$ cat config.mk
export PLATFORM = sky130hd
export DESIGN_NAME = pdu_multi
export DESIGN_NICKNAME = d
export VERILOG_FILES = /design/src/rtl/pdu_multi.sv
export SDC_FILE = /design/constraint.sdc
export NUM_CORES = 1
export LEC_CHECK = 0
export ABC_AREA = 1
export CELL_PAD_IN_SITES_DETAIL_PLACEMENT = 1
export CELL_PAD_IN_SITES_GLOBAL_PLACEMENT = 1
export CORE_AREA = 2 2 265 267
export CTS_CLUSTER_DIAMETER = 80
export CTS_CLUSTER_SIZE = 25
export DETAILED_ROUTE_END_ITERATION = 10
export DIE_AREA = 0 0 267 269
export PLACE_DENSITY = 0.75
export SLEW_MARGIN = 30
export SYNTH_ARGS = -nofsm -noshare
export SYNTH_HDL_FRONTEND = slang
export SYNTH_SLANG_ARGS = --single-unit
$ cat constraint.sdc
create_clock -name clk -period 3.6 [get_ports clk]
set_input_delay 0.72 -clock clk [delete_from_list [all_inputs] [get_ports clk]]
set_output_delay 0.72 -clock clk [all_outputs]
set_load 0.01 [all_outputs]
$ cat src/rtl/pdu_multi.sv
`default_nettype none
// ============================================================================
// Module   : pdu_multi
// Purpose  : Processor debug unit. Generates the CPU clock (free-run or
//            multi-cycle step bursts), serves the memory-mapped I/O bus and
//            lets the user browse results, regfile, data memory and
//            pipeline-register words on LEDs and a 7-segment display.
// Options  : PDU_MULTI_BRK_EN - PC breakpoint register (I/O 0x18) and halt
//            flag (bit 1 of I/O 0x1C).
// Revision : 1.0 - initial release
// ============================================================================
module pdu_multi #(
  parameter int IN_W      = 5,
  parameter int N_DIGITS  = 8,
  parameter int SCAN_BITS = 20,
  parameter int N_PLR     = 16,
  parameter int LEN_W     = 8
) (
  input  logic                        clk,
  input  logic                        rst,
  input  logic                        run,
  input  logic                        step,
  input  logic                        valid,
  input  logic [IN_W-1:0]             in,
  output logic                        clk_cpu,
  output logic [1:0]                  check,
  output logic [IN_W-1:0]             out0,
  output logic [$clog2(N_DIGITS)-1:0] an,
  output logic [3:0]                  seg,
  output logic                        ready,
  input  logic [7:0]                  io_addr,
  input  logic [31:0]                 io_dout,
  input  logic                        io_we,
  output logic [31:0]                 io_din,
  output logic [7:0]                  m_rf_addr,
  input  logic [31:0]                 rf_data,
  input  logic [31:0]                 m_data,
  input  logic [32*N_PLR-1:0]         plr_bus
);

  localparam int c_AN_W  = $clog2(N_DIGITS);
  localparam int c_PLR_W = (N_PLR > 1) ? $clog2(N_PLR) : 1;

  typedef enum logic [1:0] {
    S_IDLE = 2'd0,
    S_HIGH = 2'd1,
    S_LOW  = 2'd2
  } step_state_t;

  // Synchroniser stages and edge-detect history
  logic            r_run_s, r_run_r;
  logic            r_step_s, r_step_r, r_step_d;
  logic            r_valid_s, r_valid_r, r_valid_d;
  logic [IN_W-1:0] r_in_s, r_in_r;
  logic [1:0]      r_pn_d;

  step_state_t      r_state;
  logic [LEN_W-1:0] r_remaining;
  logic [LEN_W-1:0] r_step_len;
  logic [IN_W-1:0]  r_out0;
  logic [31:0]      r_out1;
  logic [4:0]       r_idx;
  logic [c_PLR_W-1:0] r_plr_idx;
  logic [SCAN_BITS-1:0] r_scan;

  logic        w_step_p, w_valid_e, w_next_e, w_prev_e, w_busy;
  logic        w_hold, w_halted;
  logic [31:0] w_brk_rd;
  logic [31:0] w_plr_words [N_PLR];
  logic [31:0] w_plr_sel;
  logic [31:0] w_disp;

  for (genvar k = 0; k < N_PLR; k++) begin : g_plr
    assign w_plr_words[k] = plr_bus[32*k +: 32];
  end

  // Two-flop synchronisers plus one history stage for edge detection
  always_ff @(posedge clk or posedge rst) begin
    if (rst) begin
      r_run_s   <= 1'b0; r_run_r   <= 1'b0;
      r_step_s  <= 1'b0; r_step_r  <= 1'b0; r_step_d  <= 1'b0;
      r_valid_s <= 1'b0; r_valid_r <= 1'b0; r_valid_d <= 1'b0;
      r_in_s    <= '0;   r_in_r    <= '0;   r_pn_d    <= 2'b00;
    end else begin
      r_run_s   <= run;   r_run_r   <= r_run_s;
      r_step_s  <= step;  r_step_r  <= r_step_s;  r_step_d  <= r_step_r;
      r_valid_s <= valid; r_valid_r <= r_valid_s; r_valid_d <= r_valid_r;
      r_in_s    <= in;    r_in_r    <= r_in_s;    r_pn_d    <= r_in_r[1:0];
    end
  end

  assign w_step_p  = r_step_r & ~r_step_d;
  assign w_valid_e = r_valid_r ^ r_valid_d;
  assign w_next_e  = r_in_r[0] ^ r_pn_d[0];
  assign w_prev_e  = r_in_r[1] ^ r_pn_d[1];
  assign w_busy    = (r_state != S_IDLE);

`ifdef PDU_MULTI_BRK_EN
  logic [31:0] r_brk;
  logic        r_halted;
  logic        r_run_d;

  // Breakpoint register; halt on PC match while free-running, release on run falling edge
  always_ff @(posedge clk or posedge rst) begin
    if (rst) begin
      r_brk    <= 32'hFFFF_FFFF;
      r_halted <= 1'b0;
      r_run_d  <= 1'b0;
    end else begin
      r_run_d <= r_run_r;
      if (io_we && io_addr == 8'h18) r_brk <= io_dout;
      if (r_run_d && !r_run_r)
        r_halted <= 1'b0;
      else if (r_run_r && !clk_cpu && w_plr_words[0] == r_brk)
        r_halted <= 1'b1;
    end
  end

  assign w_hold   = r_halted | (~clk_cpu & (w_plr_words[0] == r_brk));
  assign w_halted = r_halted;
  assign w_brk_rd = r_brk;
`else
  assign w_hold   = 1'b0;
  assign w_halted = 1'b0;
  assign w_brk_rd = 32'h0;
`endif

  // CPU clock: free-run toggle, or step-burst FSM emitting one-clk-high pulses
  always_ff @(posedge clk or posedge rst) begin
    if (rst) begin
      clk_cpu     <= 1'b0;
      r_state     <= S_IDLE;
      r_remaining <= '0;
    end else if (r_run_r) begin
      r_state     <= S_IDLE;
      r_remaining <= '0;
      clk_cpu     <= w_hold ? 1'b0 : ~clk_cpu;
    end else begin
      case (r_state)
        S_IDLE: begin
          clk_cpu <= 1'b0;
          if (w_step_p) begin
            r_remaining <= (r_step_len == '0) ? LEN_W'(1) : r_step_len;
            r_state     <= S_HIGH;
          end
        end
        S_HIGH: begin
          clk_cpu <= 1'b1;
          r_state <= S_LOW;
        end
        S_LOW: begin
          clk_cpu     <= 1'b0;
          r_remaining <= r_remaining - LEN_W'(1);
          r_state     <= (r_remaining <= LEN_W'(1)) ? S_IDLE : S_HIGH;
        end
        default: begin
          clk_cpu <= 1'b0;
          r_state <= S_IDLE;
        end
      endcase
    end
  end

  // Bus-writable registers
  always_ff @(posedge clk or posedge rst) begin
    if (rst) begin
      r_out0     <= '1;
      r_out1     <= 32'h1234_5678;
      ready      <= 1'b1;
      r_step_len <= LEN_W'(1);
    end else if (io_we) begin
      case (io_addr)
        8'h00:   r_out0     <= io_dout[IN_W-1:0];
        8'h04:   ready      <= io_dout[0];
        8'h08:   r_out1     <= io_dout;
        8'h14:   r_step_len <= io_dout[LEN_W-1:0];
        default: ;
      endcase
    end
  end

  // Combinational bus read mux
  always_comb begin
    io_din = 32'h0;
    case (io_addr)
      8'h0C:   io_din = 32'(r_in_r);
      8'h10:   io_din = {31'h0, r_valid_r};
      8'h14:   io_din = 32'(r_step_len);
      8'h18:   io_din = w_brk_rd;
      8'h1C:   io_din = {30'h0, w_halted, w_busy};
      default: io_din = 32'h0;
    endcase
  end

  // View selection: run or step forces the result view, valid edges walk down
  always_ff @(posedge clk or posedge rst) begin
    if (rst)                       check <= 2'b00;
    else if (r_run_r || w_step_p)  check <= 2'b00;
    else if (w_valid_e)            check <= check - 2'b01;
  end

  // Browse indices; simultaneous prev and next cancel out
  always_ff @(posedge clk or posedge rst) begin
    if (rst) begin
      r_idx     <= '0;
      r_plr_idx <= '0;
    end else if (w_step_p) begin
      r_idx     <= '0;
      r_plr_idx <= '0;
    end else if (w_next_e && !w_prev_e) begin
      r_idx     <= r_idx + 5'd1;
      r_plr_idx <= (r_plr_idx == c_PLR_W'(N_PLR-1)) ? '0 : r_plr_idx + c_PLR_W'(1);
    end else if (w_prev_e && !w_next_e) begin
      r_idx     <= r_idx - 5'd1;
      r_plr_idx <= (r_plr_idx == '0) ? c_PLR_W'(N_PLR-1) : r_plr_idx - c_PLR_W'(1);
    end
  end

  // Display refresh counter
  always_ff @(posedge clk or posedge rst) begin
    if (rst) r_scan <= '0;
    else     r_scan <= r_scan + SCAN_BITS'(1);
  end

  assign w_plr_sel = w_plr_words[r_plr_idx];
  assign m_rf_addr = (check == 2'b10) ? {r_in_r[4:2], r_idx} : {3'b000, r_idx};

  // LED and 7-segment word selection by current view
  always_comb begin
    out0   = r_out0;
    w_disp = r_out1;
    case (check)
      2'b01:   begin out0 = IN_W'(r_idx);     w_disp = rf_data;   end
      2'b10:   begin out0 = IN_W'(r_idx);     w_disp = m_data;    end
      2'b11:   begin out0 = IN_W'(r_plr_idx); w_disp = w_plr_sel; end
      default: begin out0 = r_out0;           w_disp = r_out1;    end
    endcase
  end

  assign an  = r_scan[SCAN_BITS-1 -: c_AN_W];
  assign seg = w_disp[{an, 2'b00} +: 4];

endmodule
`default_nettype wire
==> results of run 1 <==
==> what timing repair did <==
action	CTS	global route
hold endpoints to repair	0	0
buffers inserted	14	3
pin swaps	16	26
resized for setup	75	51
endpoints found under the setup margin	6	7
cloned	5	1
==> logic make-up after synthesis <==
| group | share of synthesized area, % |
|---|---|
| XOR/XNOR | 1.84 |
| buffers and inverters | 15.4 |
| AND/OR/NAND/NOR | 43.7 |
| flip-flops | 23.0 |
| AO/OA/AOI/OAI | 13.8 |
| adder cells (fa/ha/maj) | 1.43 |
| other | 0.0316 |
| multiplexers | 0.854 |
==> power groups by stage <==
stage          Combinational (mW)  Sequential, mW  Clock [mW]
2_1_floorplan                3.76            1.43           0
3_3_place_gp                 6.96            1.49           0
3_5_place_dp                 7.00            1.49           0
4_1_cts                      7.58            1.47        1.05
5_1_grt                      8.37            1.49        1.09
6_report                     7.57            1.47        1.03
==> cell usage after synthesis (all sizes together), types with 9 or more instances <==
cell and n:
nor2 193, ha 12, inv 249, clkbuf 37, xor2 19, dfstp 20, dfrtp 88, mux2 9
nand2 967, buf 116, a21oi 45, a221oi 32, nand3 124, o21ai 190
==> worst max-delay path: cells and delay by family (launching register included) <==
family | cells | cell delay (ns)
DFF | 1 | 0.58
buffers and inverters | 4 | 0.67
and+or+nand+nor | 11 | 0.94
AOI/OAI and AO/OA | 1 | 0.21
==> sequential cells by signal, indices dropped and copies added (netlist names), 2 cells and up <==
register and count:
r_in_s 5, r_out1 32, r_idx 5, r_out0 5, check 2, r_scan 20, r_in_r 5, r_state 2
r_step_len 8, r_pn_d 2, r_remaining 8, r_plr_idx 4
==> cell type report <==
cell class	count	share of cell area (%)
antenna	5	0.0595
clock buffer	9	1.07
clock inverter	7	0.387
inverter	251	4.58
multi-input combinational	1667	36.9
sequential	108	13.0
tap	940	5.60
timing repair buffer	783	38.3
timing repair inverter	1	0.0417
==> stage by stage <==
stage	total power, mW	std cells	util, %	setup slack (ns)	setup TNS [ns]
2_1_floorplan	5.19	2179	-	0.0675	0
3_3_place_gp	8.45	3728	28.8	-0.367	-1.08
3_5_place_dp	8.50	3728	28.8	-0.361	-1.05
4_1_cts	10.1	3763	30.0	-0.000273	-0.000273
5_1_grt	11.0	3769	30.3	-0.0528	-0.0615
6_report	10.1	3771	30.3	0.114	0
==> worst max path at each step <==
| stage | startpoint | to | slack (ns) | cells past startpoint |
|---|---|---|---|---|
| floorplan | rst | check[0] | 0.07 | 1 |
| global placement | plr_bus[437] | seg[1] | -0.37 | 14 |
| detailed placement | plr_bus[437] | seg[1] | -0.36 | 14 |
| CTS | r_plr_idx[0] | seg[3] | -0.0003 | 16 |
| global route | r_plr_idx[0] | seg[3] | -0.05 | 17 |
| finish | r_plr_idx[0] | seg[1] | 0.11 | 16 |
==> per-layer routing <==
metal / wire length [um] / vias to the layer above
met1: 33400 / 7564
met4: 1440 / 14
met2: 36700 / 490
li1: - / 7970
met5: 86 / -
met3: 4860 / 74
==> flow_summary.yaml, run 1 <==
outcome:
  outcome: "completed"
layout:
  multi_input_area_sq_um: 7760
  fill_cells: 8784
  drive_above_1_share_pct: 9.34
  design_area_sq_um: 21000
  final_common_cell: "nand2_1"
  final_cell_mix: "937 x nand2_1, 652 x clkdlybuf4s50_1, 243 x inv_1"
  fin_nets: 3461
  final-seq-area_sq_um: 2740
  synthToLayoutAreaGrowth_pct: 77.1
grt:
  grt_usage_pct: 20.3
  grt_pass1_vias: 16900
  grt_max_degree: 62
  grt_use_met2_pct: 35.8
  overflow: 0
  grtUsageMet3_pct: 4.04
  grt_pass1_wl_um: 108000
  grt-busiest-layer: "met2"
  antenna_found_initial: 19
  grtUsageMet1_pct: 25.8
power_and_ir_drop:
  irDropWorstVdd_uv: 212
  clock_power_share_pct: 10.2
  combPwrFrac_pct: 75.2
  p_per_area_nw_per_um2: 479
  power_switching_mw: 5.15
  swShare_pct: 51.1
  power_frac_seq_pct: 14.6
  internal_power_mw: 4.93
  leakage_nw: 10.1
clocking:
  cts_htree_levels: 3
  clock-sinks: 108
  cts_buffer_depth: 2
  cts_tree: "yes"
  holdBufCountCts: 0
  clock_latency_ns: 0.35
  cts-root-buf: "clkbuf_16"
  cts-buffers-inserted: 9
  path_clk_slew_ns: 0.08
sta:
  holdWs_ns: 0.352
  maxSlewHeadroom_pct: 51.5
  period_share_pct: 96.8
  fin_skew_ns: 0.00986
  fmax_mhz: 287
  rsz0062_at_grt: "yes"
  tightest_slew_ns: 0.728
  finalSetupViolCount: 0
  drv_slew: 0
  finalHoldViolCount: 0
  fin_crit_ns: 3.49
setup_path:
  worst_ep_arrival_time_ns: 2.77
  cp_max_fo: 11
  crit_type: "flop to output port"
  cp_cell_sequence: "buf_6 > buf_12 > bufbuf_16 > nand2_1 > nand2_1 > nand2_1 > nand2_2 > nand2_1 > nand2_2 > o21ai_4 > nand2_2 > nand2_1 > nand3_1 > nand3_2 > nand2_4 > buf_6"
  crit_top_cell: "nand2_1"
  crit_path_end_kind: "output port"
  cp_data_required_time_ns: 2.88
  reg2regPathDepth: 10
  timing.critical_path.slowest_stage_cell: "dfrtp_4"
  slowest_delay_ns: 0.58
  r2r-start: "r_in_r[0]"
  ff2ff_setup_slack_ns: 1.18
  start_kind: "flop"
  r2r-end: "r_idx[4]"
placement:
  dpl_cell_area_sq_um: 20000
  port_buffers: 658
  hpwl_um: 62200
  globalplace.congestion: 0.878
synth:
  synth_top_area_share_pct: 30.5
  synth_flop_cell: "dfrtp_1"
  yosysTopAreaCell: "nand2_1"
  synth_edf_count: 0
  ys_seq_area_share_pct: 23.0
  netlist_instances: 2156
  ys_types: 45
  async_flop_share_pct: 100
  postSynthAreaPerCell_sq_um: 5.51
  syn_area_sq_um: 11900
  synth_warnings: 0
  synth_area_leaders: "nand2_1 31%, dfrtp_1 19%, inv_1 7.8%"
  ys_ff_latch: 108
drt:
  vias: 16100
  dr.first_iter.drc_count: 765
  final_antenna_net_count: 0
  wire_per_inst_um: 20.3
  via_per_inst: 4.27
  routed_wl_um: 76400
  first_pass_iters: 4
  drcViolationCount: 0
min_path:
  whs_endpoint: "r_in_r[4]"
  hold_class: "flop to flop"
  hold_path_depth: 0
  min_from: "r_in_s[4]"
floorplanning:
  design.core.area_sq_um: 69300
  die_x_um: 267
  rows: 97
  die_y_um: 269
  die-area_sq_um: 71800
  start_util_pct: 17.1
  ios: 683
job:
  cap_violations: 0
No activity file was read; power rests on OpenSTA's default activity.
==> run 2: changes to the inputs <==
--- a/config.mk
+++ b/config.mk
@@ -13,6 +13,7 @@
 export CTS_CLUSTER_SIZE = 25
 export DETAILED_ROUTE_END_ITERATION = 10
 export DIE_AREA = 0 0 267 269
+export MAX_ROUTING_LAYER = met4
 export PLACE_DENSITY = 0.75
 export SLEW_MARGIN = 30
 export SYNTH_ARGS = -nofsm -noshare
==> run 2 against run 1 <==
Compared with the run above:
- non-clock buffer count rose by 1
- maximum frequency fell by 0.28%
- clock power barely moved
==> flow_summary.yaml, run 2 (synthesis gave the netlist of run 1 again) <==
layout:
  final_common_cell: "nand2_1"
  design_area_sq_um: 21100
  stdcell_count: 3779
  post-route-util_pct: 30.4
  synthToLayoutAreaGrowth_pct: 77.6
  final_cell_mix: "938 x nand2_1, 652 x clkdlybuf4s50_1, 243 x inv_1"
  reg.largest.list: "r_out1 (32), r_scan (20)"
  fin_nets: 3462
  largest_reg_flops: 32
  drive_above_1_share_pct: 9.41
  regMostFlops: "r_out1"
sta:
  tightest_slew_ns: 0.733
  holdWs_ns: 0.351
  rsz0062_at_grt: "yes"
  drv_slew: 0
  finalSetupViolCount: 0
  fin_tns_setup_ns: 0
  fin_crit_ns: 3.50
  fmax_mhz: 286
  maxSlewHeadroom_pct: 51.1
  finalHoldViolCount: 0
  finalWorstSetupSlack_ns: 0.105
  fin_skew_ns: 0.00953
  period_share_pct: 97.1
floorplanning:
  die-area_sq_um: 71800
  rows: 97
  die_y_um: 269
  ios: 683
  die_x_um: 267
  design.core.area_sq_um: 69300
  start_util_pct: 17.1
power_and_ir_drop:
  irDropWorstVdd_uv: 217
  total_power_mw: 10.1
  combPwrFrac_pct: 75.3
  clock_power_share_pct: 10.2
  swShare_pct: 51.1
  power_frac_seq_pct: 14.5
  power_switching_mw: 5.18
  internal_power_mw: 4.96
  p_per_area_nw_per_um2: 481
  leakage_nw: 10.1
clocking:
  clock-sinks: 108
  path_clk_slew_ns: 0.08
  holdBufCountCts: 0
  cts-buffers-inserted: 9
  cts-root-buf: "clkbuf_16"
  cts_buffer_depth: 2
  clock_latency_ns: 0.35
  cts_htree_levels: 3
  cts_tree: "yes"
grt:
  grt-busiest-layer: "met2"
  grt_max_degree: 62
  grt_usage_pct: 20.9
  grtUsageMet1_pct: 25.9
  antenna_found_initial: 19
  grtUsageMet3_pct: 3.92
  overflow: 0
  grt_use_met2_pct: 35.8
  grt_pass1_vias: 16900
  grt_pass1_wl_um: 108000
drt:
  vias: 16200
  final_antenna_net_count: 0
  wire_per_inst_um: 20.3
  via_per_inst: 4.27
  drcViolationCount: 0
  dr.first_iter.drc_count: 750
  first_pass_iters: 5
  routed_wl_um: 76700
setup_path:
  start_kind: "flop"
  cp_max_fo: 14
  reg2regPathDepth: 10
  crit_type: "flop to output port"
  cp_data_required_time_ns: 2.88
  cp_cell_sequence: "buf_12 > buf_12 > buf_16 > nand2_1 > nand2_1 > nand2_1 > o21ai_2 > buf_4 > nand2_1 > nand2_1 > o21ai_1 > buf_4 > nand2_1 > nand2_1 > nand3_1 > nand3_1 > nand2_2 > buf_6"
  crit_path_end_kind: "output port"
  timing.critical_path.slowest_stage_cell: "dfrtp_4"
  slowest_delay_ns: 0.58
  worst_ep_arrival_time_ns: 2.78
  crit_top_cell: "nand2_1"
placement:
  placed_cells: 3728
  dpl_cell_area_sq_um: 20000
  globalplace.congestion: 0.892
  place_ws_ns: -0.361
  port_buffers: 658
  hpwl_um: 62200
min_path:
  hold_path_depth: 0
  hold_class: "flop to flop"
outcome:
  outcome: "completed"
job:
  cap_violations: 0
## run 2: critical path, delay by kind of cell, from the launching register on
| kind | cells | cell delay [ns] |
|---|---|---|
| AOI/OAI and AO/OA | 2 | 0.20 |
| buffers and inverters | 6 | 0.88 |
| DFF | 1 | 0.58 |
| and+or+nand+nor | 10 | 0.73 |
## run 2: path summary, 6_finish.rpt
| kind | startpoint | end | slack [ns] |
|---|---|---|---|
| max | r_plr_idx[0] | seg[3] | 0.10 |
| min | r_in_s[4] | r_in_r[4] | 0.35 |
| max reg2reg | r_in_r[0] | r_idx[4] | 1.16 |
| min reg2reg | r_in_s[4] | r_in_r[4] | 0.35 |
| max in group asynchronous | rst | r_step_len[0] | 1.96 |
| min in group asynchronous | rst | r_step_len[7] | 0.85 |
## run 2: area by class of cell
class	count	area, sq um
Fill cell	8785	48200
Timing Repair Buffer	784	8090
Multi-Input combinational cell	1667	7770
Sequential cell	108	2740
Tap cell	940	1180
Inverter	251	963
Clock buffer	9	225
Clock inverter	7	81.3
Antenna cell	12	30.0
Timing Repair inverter	1	8.76
## run 2: layer usage
layer  routed length (um)  part of all wire (%)
met1                33600                    44
met2                36900                    48
met3                 4860                   6.3
met4                 1270                   1.7
met5                    0                     0
## run 2: timing repair
| item | 4_1_cts | 5_1_grt |
|---|---|---|
| setup endpoints to repair | 6 | 7 |
| resized for setup | 75 | 57 |
| setup buffers | 14 | 3 |
| gates cloned | 5 | 2 |
| pin swaps | 16 | 26 |
## run 2: power groups by stage
stage          clock network, mW  registers (mW)  logic (mW)
2_1_floorplan                  0            1.43        3.76
3_3_place_gp                   0            1.49        6.96
3_5_place_dp                   0            1.49        7.00
4_1_cts                     1.05            1.47        7.58
5_1_grt                     1.09            1.49        8.42
6_report                    1.03            1.47        7.64
==> run 3: changes to the inputs <==
--- a/config.mk
+++ b/config.mk
@@ -8,13 +8,13 @@
 export ABC_AREA = 1
 export CELL_PAD_IN_SITES_DETAIL_PLACEMENT = 1
 export CELL_PAD_IN_SITES_GLOBAL_PLACEMENT = 1
-export CORE_AREA = 2 2 265 267
+export CORE_AREA = 2 2 269 271
 export CTS_CLUSTER_DIAMETER = 80
 export CTS_CLUSTER_SIZE = 25
 export DETAILED_ROUTE_END_ITERATION = 10
-export DIE_AREA = 0 0 267 269
+export DIE_AREA = 0 0 271 273
 export MAX_ROUTING_LAYER = met4
-export PLACE_DENSITY = 0.75
+export PLACE_DENSITY = 0.71
 export SLEW_MARGIN = 30
 export SYNTH_ARGS = -nofsm -noshare
 export SYNTH_HDL_FRONTEND = slang
==> constraint.sdc (replaced) <==
create_clock -name clk -period 3.9 [get_ports clk]
set_input_delay 0.78 -clock clk [delete_from_list [all_inputs] [get_ports clk]]
set_output_delay 0.78 -clock clk [all_outputs]
set_load 0.01 [all_outputs]
==> run 3 against run 2 <==
Compared with the run above:
- core utilization decreased by 1.7 points
- hold slack improved by 0.0032 ns
- critical path depth decreased by 8
- clock-buffer cell count unchanged
- combinational power decreased by 15%
- routed wire length increased by 2.1%
- die area increased by 3.0%
- setup slack improved by 0.044 ns
- global-route usage decreased by 0.099 points
- critical path type unchanged
- critical endpoint is now seg[2]
- largest cell class unchanged
- highest routed layer unchanged
==> flow_summary.yaml, run 3 (synthesis gave the netlist of run 1 again) <==
outcome:
  outcome: "completed"
sta:
  drv_slew: 0
  maxSlewHeadroom_pct: 42.2
  rsz0062_at_grt: "no"
  fmax_mhz: 267
  fin_crit_ns: 3.75
  fin_skew_ns: 0.0133
  finalHoldViolCount: 0
  holdWs_ns: 0.354
  tightest_slew_ns: 0.868
  fin_tns_setup_ns: 0
  period_share_pct: 96.2
  finalSetupViolCount: 0
setup_path:
  cp_max_fo: 35
  cp_cell_sequence: "inv_1 > ha_1 > buf_12 > a221oi_1 > nand2_1 > nand2_1 > nand3_1 > nand3_1 > nand2_2 > dlygate4sd2_1"
  slowest_delay_ns: 0.74
  worst_ep_arrival_time_ns: 2.97
  ff2ff_setup_slack_ns: 1.45
  r2r-start: "r_in_r[0]"
  crit_path_end_kind: "output port"
  r2r-end: "r_idx[4]"
  timing.critical_path.slowest_stage_cell: "a221oi_1"
  start_kind: "flop"
  crit_type: "flop to output port"
  cp_data_required_time_ns: 3.12
  reg2regPathDepth: 10
floorplanning:
  die_x_um: 271
  start_util_pct: 16.7
  rows: 98
  ios: 683
  die-area_sq_um: 74000
  die_y_um: 273
  design.core.area_sq_um: 71000
clocking:
  holdBufCountCts: 0
  clock_latency_ns: 0.36
  cts-buffers-inserted: 9
  path_clk_slew_ns: 0.08
  clock-sinks: 108
  cts_htree_levels: 3
  cts-root-buf: "clkbuf_16"
  cts_buffer_depth: 2
  cts_tree: "yes"
power_and_ir_drop:
  combPwrFrac_pct: 73.4
  total_power_mw: 8.84
  power_frac_seq_pct: 15.3
  p_per_area_nw_per_um2: 434
  irDropWorstVdd_uv: 417
  swShare_pct: 52.1
  internal_power_mw: 4.23
  leakage_nw: 9.83
  clock_power_share_pct: 11.2
  power_switching_mw: 4.60
layout:
  regMostFlops: "r_out1"
  drive_above_1_share_pct: 6.18
  post-route-util_pct: 28.7
  reg.largest.list: "r_out1 (32), r_scan (20)"
  synthToLayoutAreaGrowth_pct: 71.6
  fin_nets: 3418
  stdcell_count: 3746
  largest_reg_flops: 32
  final_cell_mix: "964 x nand2_1, 654 x clkdlybuf4s50_1, 244 x inv_1"
  fill_cells: 9050
  final_common_cell: "nand2_1"
min_path:
  whs_endpoint: "r_in_r[3]"
  hold_class: "flop to flop"
  hold_path_depth: 0
  min_from: "r_in_s[3]"
placement:
  globalplace.congestion: 0.919
  hpwl_um: 63400
  port_buffers: 658
  placed_cells: 3708
drt:
  final_antenna_net_count: 0
  dr.first_iter.drc_count: 745
  vias: 16000
  via_per_inst: 4.27
  wire_per_inst_um: 20.9
  drcViolationCount: 0
  first_pass_iters: 5
  routed_wl_um: 78300
grt:
  grt_pass1_vias: 16200
  grt_usage_pct: 20.8
  antenna_found_initial: 19
  overflow: 0
  grt_pass1_wl_um: 111000
  grt_max_degree: 79
job:
  cap_violations: 0
run 3: cell types whose count changed in the layout (fill, tap and decap cells not counted), sizes merged:
cell	previous run	this run
diode	12	13
clkinvlp	2	0
bufbuf	4	3
clkbuf	11	12
dlymetal6s2s	2	0
dlygate4sd2	0	2
clkdlybuf4s50	652	654
clkinv	4	5
buf	124	79
run 3: critical path, delay by kind of cell (launching register included):
family | cells | cell delay [ns]
AO/OA/AOI/OAI | 1 | 0.74
flip-flops | 1 | 0.45
adder cells (fa/ha/maj) | 1 | 0.25
buffers and inverters | 3 | 0.63
AND/OR/NAND/NOR | 5 | 0.53
run 3: area by class of cell:
cell class                 count  area, sq um  area share [%]
antenna                       13         32.5           0.160
clock buffer                   9          225            1.11
clock inverter                 7          103           0.504
inverter                     251          965            4.74
multi-input combinational   1667         7500            36.8
sequential                   108         2740            13.4
tap                          950         1190            5.83
timing repair buffer         741         7630            37.4
run 3: repair_timing:
action,4_1_cts,5_1_grt
cloned,3,1
hold endpoints to repair,0,0
setup buffers,4,1
gates resized for setup,24,15
endpoints found under the setup margin,4,4
run 3: how the worst max path moves through the flow:
stage                            start  endpoint  slack (ns)  depth (start not counted)
after detailed placement  plr_bus[446]    seg[2]       -0.10                         14
final                         check[0]    seg[2]        0.15                         10
after floorplan                    rst  check[0]        0.31                          1
after global placement    plr_bus[319]    seg[3]       -0.11                         13
after global routing      r_plr_idx[0]    seg[0]       0.008                         16
after CTS                 r_plr_idx[0]    seg[3]        0.03                         17
run 3: metrics by stage:
| stage | cell area (sq um) | setup slack, ns |
|---|---|---|
| global placement | 19700 | -0.112 |
| detailed placement | 19700 | -0.102 |
| floorplan | 12000 | 0.308 |
| global route | 20400 | 0.00754 |
| finish | 20400 | 0.149 |
| CTS | 20300 | 0.0312 |
run 3: layer usage:
metal,routed length [um],global-route usage [%],up-vias
li1,-,-,7899
met1,34500,25.9,7551
met2,38200,35.8,511
met3,4500,3.80,52
met4,1040,2.91,0
met5,0,-,-
run 3: power by group through the flow:
stage / Clock [mW] / Sequential (mW) / Combinational, mW
after global routing: 1.06 / 1.37 / 7.21
after global placement: 0 / 1.36 / 6.28
final: 0.991 / 1.36 / 6.49
after floorplan: 0 / 1.32 / 3.47
after detailed placement: 0 / 1.37 / 6.30
after CTS: 1.01 / 1.36 / 6.56
